### src/rtl/alu74181_nibble_sequencer_if.sv
// alu74181_nibble_sequencer_if: tile-side handshake/operand bus and 74181 slice bus for the nibble sequencer.
interface alu74181_nibble_sequencer_if #(
    parameter int WIDTH = 16
);
    logic             ena;
    logic             start;
    logic [3:0]       op_s;
    logic             op_m;
    logic             op_notc;
    logic [WIDTH-1:0] a;
    logic [WIDTH-1:0] b;
    logic [3:0]       alu_a;
    logic [3:0]       alu_b;
    logic [3:0]       alu_s;
    logic             alu_m;
    logic             alu_notc;
    logic [3:0]       alu_f;
    logic             alu_cout;
    logic             alu_eql;
    logic             busy;
    logic             done;
    logic [WIDTH-1:0] result;
    logic             cout_n;
    logic             eql;
    logic             zero;
    // master is the surrounding tile together with the 74181 slice it owns
    modport master (
        output ena, start, op_s, op_m, op_notc, a, b, alu_f, alu_cout, alu_eql,
        input  alu_a, alu_b, alu_s, alu_m, alu_notc, busy, done, result, cout_n, eql, zero
    );
    modport slave (
        input  ena, start, op_s, op_m, op_notc, a, b, alu_f, alu_cout, alu_eql,
        output alu_a, alu_b, alu_s, alu_m, alu_notc, busy, done, result, cout_n, eql, zero
    );
endinterface

### src/rtl/alu74181_nibble_sequencer.sv
// alu74181_nibble_sequencer: runs one WIDTH-bit op through an external 4-bit 74181 slice,
// one nibble per clock LSB first, rippling carry and A=B through registers.
module alu74181_nibble_sequencer #(
    parameter int WIDTH = 16
) (
    input logic clk,
    input logic rst_n,
    alu74181_nibble_sequencer_if.slave bus
);
    localparam int NIBBLES = WIDTH / 4;
    localparam int IW = (NIBBLES > 1) ? $clog2(NIBBLES) : 1;
    typedef enum logic [1:0] {IDLE, RUN, DONE} state_t;
    state_t state, next;
    logic [WIDTH-1:0] a_q, b_q, result_q;
    logic [3:0] s_q;
    logic m_q, carry, acc, done_q, cout_q, eql_q, last;
    logic [IW-1:0] idx;
    assign last = idx == IW'(NIBBLES - 1);
    always_comb begin
        next = state;
        next = (state == IDLE && bus.start) ? RUN :
               (state == RUN && last) ? DONE :
               (state == DONE) ? IDLE : state;
    end
    always_ff @(posedge clk or negedge rst_n) begin
        if (!rst_n) state <= IDLE;
        else if (bus.ena) state <= next;
    end
    always_ff @(posedge clk or negedge rst_n) begin
        if (!rst_n) begin
            a_q <= '0;
            b_q <= '0;
            s_q <= '0;
            m_q <= 1'b0;
            carry <= 1'b1;
            acc <= 1'b0;
            idx <= '0;
            result_q <= '0;
            done_q <= 1'b0;
            cout_q <= 1'b1;
            eql_q <= 1'b0;
        end else if (bus.ena) begin
            done_q <= state == DONE;
            if (state == IDLE && bus.start) begin
                a_q <= bus.a;
                b_q <= bus.b;
                s_q <= bus.op_s;
                m_q <= bus.op_m;
                carry <= bus.op_notc;
                acc <= 1'b1;
                idx <= '0;
                result_q <= '0;
            end
            if (state == RUN) begin
                result_q[4*idx +: 4] <= bus.alu_f;
                carry <= bus.alu_cout;
                acc <= acc & bus.alu_eql;
                idx <= last ? '0 : idx + 1'b1;
            end
            // flags are captured once so a later start leaves them untouched
            if (state == DONE) begin
                cout_q <= carry;
                eql_q <= acc;
            end
        end
    end
    assign bus.alu_a = a_q[4*idx +: 4];
    assign bus.alu_b = b_q[4*idx +: 4];
    assign bus.alu_s = s_q;
    assign bus.alu_m = m_q;
    assign bus.alu_notc = carry;
    assign bus.busy = state == RUN;
    assign bus.done = done_q;
    assign bus.result = result_q;
    assign bus.cout_n = cout_q;
    assign bus.eql = eql_q;
    assign bus.zero = ~|result_q;
endmodule

### src/flat_wrapper.sv
// flat-port wrapper written by rule: the top's interface ports become plain ports
module alu74181_nibble_sequencer_flat 
#(
    parameter int WIDTH = 16
)
  (clk, rst_n, bus_ena, bus_start, bus_op_s, bus_op_m, bus_op_notc, bus_a, bus_b, bus_alu_f, bus_alu_cout, bus_alu_eql, bus_alu_a, bus_alu_b, bus_alu_s, bus_alu_m, bus_alu_notc, bus_busy, bus_done, bus_result, bus_cout_n, bus_eql, bus_zero);
  alu74181_nibble_sequencer_if #(.WIDTH(WIDTH)) bus_i ();
  input logic clk;
  input logic rst_n;
  input wire logic [$bits(bus_i.ena)-1:0] bus_ena;
  input wire logic [$bits(bus_i.start)-1:0] bus_start;
  input wire logic [$bits(bus_i.op_s)-1:0] bus_op_s;
  input wire logic [$bits(bus_i.op_m)-1:0] bus_op_m;
  input wire logic [$bits(bus_i.op_notc)-1:0] bus_op_notc;
  input wire logic [$bits(bus_i.a)-1:0] bus_a;
  input wire logic [$bits(bus_i.b)-1:0] bus_b;
  input wire logic [$bits(bus_i.alu_f)-1:0] bus_alu_f;
  input wire logic [$bits(bus_i.alu_cout)-1:0] bus_alu_cout;
  input wire logic [$bits(bus_i.alu_eql)-1:0] bus_alu_eql;
  output wire logic [$bits(bus_i.alu_a)-1:0] bus_alu_a;
  output wire logic [$bits(bus_i.alu_b)-1:0] bus_alu_b;
  output wire logic [$bits(bus_i.alu_s)-1:0] bus_alu_s;
  output wire logic [$bits(bus_i.alu_m)-1:0] bus_alu_m;
  output wire logic [$bits(bus_i.alu_notc)-1:0] bus_alu_notc;
  output wire logic [$bits(bus_i.busy)-1:0] bus_busy;
  output wire logic [$bits(bus_i.done)-1:0] bus_done;
  output wire logic [$bits(bus_i.result)-1:0] bus_result;
  output wire logic [$bits(bus_i.cout_n)-1:0] bus_cout_n;
  output wire logic [$bits(bus_i.eql)-1:0] bus_eql;
  output wire logic [$bits(bus_i.zero)-1:0] bus_zero;
  assign bus_i.ena = bus_ena;
  assign bus_i.start = bus_start;
  assign bus_i.op_s = bus_op_s;
  assign bus_i.op_m = bus_op_m;
  assign bus_i.op_notc = bus_op_notc;
  assign bus_i.a = bus_a;
  assign bus_i.b = bus_b;
  assign bus_i.alu_f = bus_alu_f;
  assign bus_i.alu_cout = bus_alu_cout;
  assign bus_i.alu_eql = bus_alu_eql;
  assign bus_alu_a = bus_i.alu_a;
  assign bus_alu_b = bus_i.alu_b;
  assign bus_alu_s = bus_i.alu_s;
  assign bus_alu_m = bus_i.alu_m;
  assign bus_alu_notc = bus_i.alu_notc;
  assign bus_busy = bus_i.busy;
  assign bus_done = bus_i.done;
  assign bus_result = bus_i.result;
  assign bus_cout_n = bus_i.cout_n;
  assign bus_eql = bus_i.eql;
  assign bus_zero = bus_i.zero;
  alu74181_nibble_sequencer #(.WIDTH(WIDTH)) u_core (.clk(clk), .rst_n(rst_n), .bus(bus_i));
endmodule
### config.mk
export PLATFORM = sky130hd
export DESIGN_NAME = alu74181_nibble_sequencer_flat
export DESIGN_NICKNAME = d
export VERILOG_FILES = /design/src/rtl/alu74181_nibble_sequencer_if.sv /design/src/rtl/alu74181_nibble_sequencer.sv /design/src/flat_wrapper.sv
export SDC_FILE = /design/constraint.sdc
export NUM_CORES = 1
export LEC_CHECK = 0
export ABC_AREA = 0
export BUFFER_PORTS_ARGS = -buffer_cell sky130_fd_sc_hd__buf_2
export CAP_MARGIN = 20
export CELL_PAD_IN_SITES_DETAIL_PLACEMENT = 0
export CELL_PAD_IN_SITES_GLOBAL_PLACEMENT = 1
export CORE_MARGIN = 3
export CORE_UTILIZATION = 44
export CTS_CLUSTER_SIZE = 25
export DETAILED_ROUTE_END_ITERATION = 8
export HOLD_SLACK_MARGIN = 0.06
export PLACE_DENSITY_LB_ADDON = 0.1
export SLEW_MARGIN = 20
export SYNTH_ARGS = -nofsm -noshare
export SYNTH_HDL_FRONTEND = slang
export SYNTH_SLANG_ARGS = --single-unit
### constraint.sdc
create_clock -name clk -period 4.91 [get_ports clk]
set_clock_uncertainty 0.1 [all_clocks]
set_input_delay 0.2455 -clock clk [delete_from_list [all_inputs] [get_ports clk]]
set_output_delay 0.2455 -clock clk [all_outputs]
set_load 0.05 [all_outputs]
==> impl_metrics.yaml <==
run_status:
  status: "complete, no violations"
global_route:
  antenna_found_initial: 0
  grt_pass1_wl_um: 9960
  grt-ovfl-total: 0
  grt_max_degree: 63
  grt_pass1_vias: 2047
  grt_usage_pct: 17.7
sta:
  slew_headroom_pct: 46.2
  timing.final.max_slew_violations: 0
  setup_viol: 0
  fmax_ghz: 0.421
  hold_viol_final: 0
  period_needed_ns: 2.38
  setup_tns_ns: 0
  finalCritPeriodShare_pct: 48.4
  rsz0062_at_grt: "no"
  tightest_slew_ns: 0.807
routing:
  drt-initial-drc-count: 79
  ant_nets: 0
  wl_per_cell_um: 15.2
  vias: 1977
  first_pass_iters: 4
  post-route-drc-count: 0
  viasPerCell: 5.06
  wl_um: 5960
yosys:
  synth.distinct_cells: 35
  avgSynthCellArea_um2: 14.9
  synthTopCellsByArea: "dfrtp_1 (54%), mux2_2 (16%), mux4_2 (6.5%), a22o_1 (5.7%), ha_1 (2.7%)"
  yosys_warnings: 0
  post-synth-top-area-cell: "dfrtp_1"
  synth_cells: 185
  synth_nets: 239
  synth_area_um2: 2760
  ys_seq_area_share_pct: 56.2
  synth_ff_type: "dfrtp_1"
  synthArstFlopShare_pct: 100
  synth_edf_count: 0
  synth_top_area_share_pct: 54.3
  synthMostInstantiatedCell: "dfrtp_1"
  yosys_register_bits: 62
  synth_common_cells: "dfrtp_1 (60), mux2_2 (39), a22o_1 (18)"
cells_and_area:
  drive_gt1_share_pct: 48.1
  diodes: 0
  fin_nets: 365
  area_growth_pct: 37.9
job:
  cap_viol_max_count: 0
pwr:
  power_density_nw_per_um2: 720
  p_total_mw: 2.75
  p_leak_nw: 1.84
  irDropWorstVdd_v: 0.000509
floorplanning:
  design.core.area_um2: 5990
  start_util_pct: 46.1
  die_w_um: 85.3
  dieArea_um2: 7270
  ios: 83
  rows: 28
  die_h_um: 85.3
clock_tree:
  clk_pin_slew_ns: 0.07
  clkLatencyLatePin_ns: 0.32
  tritoncts.num_buffers: 9
  clock_sinks: 62
  cts_root_buffer: "clkbuf_8"
  htree_levels: 3
  clk_path_buf_depth: 2
  post_cts_buffers: 0
  cts_tree: "done"
critical_path:
  required_ns: 4.56
  critPathKind: "register to output pin"
  cp-end-kind: "output pin"
  startpoint_type: "register"
  path_max_fanout: 17
  worstPathArrival_ns: 2.03
placement:
  io_buffers: 82
  place_congestion: 0.712
  dp_hpwl_um: 3820
worst_hold_path:
  min_path_type: "input port to register"
placed cells by master (no fill, tap or decap), types with 2 or more instances in the layout:
master	n
nor2b_1	4
dfstp_2	2
clkbuf_1	2
o21ai_0	4
a22o_1	18
and2b_1	2
buf_4	2
inv_1	4
ha_1	6
dfrtp_1	60
buf_2	82
mux4_2	8
a21oi_1	4
dlygate4sd3_1	39
clkbuf_8	11
nor4_1	4
and2_1	2
mux2_2	39
nor2_1	4
sequential cells by signal, indices dropped and copies added (netlist names):
register,cells
u_core.bus.alu_s,4
u_core.a_q,16
u_core.bus.done,1
u_core.acc,1
u_core.idx,2
u_core.state,2
u_core.bus.alu_notc,1
u_core.bus.eql,1
u_core.b_q,16
u_core.bus.result,16
u_core.bus.alu_m,1
u_core.bus.cout_n,1
power by group:
group	switching [mW]	total, mW	internal [mW]
Clock	0.191	0.452	0.262
Combinational	0.873	1.37	0.495
Sequential	0.184	0.925	0.741
cell type report:
type / count / area, um^2
Clock buffer: 13 / 159
Clock inverter: 3 / 42.5
Fill cell: 481 / 2180
Inverter: 4 / 15.0
Multi-Input combinational cell: 111 / 1130
Sequential cell: 62 / 1550
Tap cell: 75 / 93.8
Timing Repair Buffer: 123 / 816
worst max-delay path: stages (launching register included):
cell and delay, ns:
dfrtp_1 0.87, mux4_2 0.60, buf_2 0.23
worst paths after layout:
check	startpoint	to	slack, ns	depth (start not counted)
max	u_core.idx[0]$_DFFE_PN0P_	bus_alu_a[3]	2.53	2
min	bus_alu_f[1]	u_core.bus.result[1]$_DFFE_PN0P_	0.08	2
max reg2reg	u_core.idx[0]$_DFFE_PN0P_	u_core.bus.result[9]$_DFFE_PN0P_	2.56	5
min reg2reg	u_core.acc$_DFFE_PN0P_	u_core.acc$_DFFE_PN0P_	0.39	1
max in group asynchronous	rst_n	u_core.bus.result[14]$_DFFE_PN0P_	3.68	3
min in group asynchronous	rst_n	u_core.bus.done$_DFFE_PN0P_	0.49	3
through the flow:
| stage | worst slack (ns) | util [%] | hold slack, ns | std cells | area (um^2) |
|---|---|---|---|---|---|
| 2_1_floorplan | 2.91 | - | -0.150 | 185 | 2760 |
| 3_3_place_gp | 2.56 | 53.8 | 0.360 | 336 | 3220 |
| 3_5_place_dp | 2.52 | 53.8 | 0.363 | 336 | 3220 |
| 4_1_cts | 2.48 | 63.6 | 0.0694 | 391 | 3810 |
| 5_1_grt | 2.30 | 63.6 | 0.0735 | 391 | 3810 |
| 6_report | 2.53 | 63.6 | 0.0802 | 391 | 3810 |
logic make-up after synthesis:
logic type | Yosys count | synth area share (%)
flip-flops | 62 | 56.2
AO/OA/AOI/OAI | 30 | 8.28
multiplexers | 47 | 22.4
AND/OR/NAND/NOR | 28 | 7.02
adder cells (fa/ha/maj) | 6 | 2.72
buffers and inverters | 12 | 3.35
timing repair:
action	4_1_cts	5_1_grt
hold endpoints to repair	98	0
endpoints found under the setup margin	0	0
gates resized for setup	0	0
hold buffers	39	0
layer usage:
metal  wire length [um]  global-route usage, %  up-vias
li1                   -                      -      949
met1               2600                   23.2      974
met2               2990                   27.8       45
met3                291                   5.05        9
met4                 86                   7.34        0
met5                  0                      0        -
No activity file was read; power rests on OpenSTA's default activity.
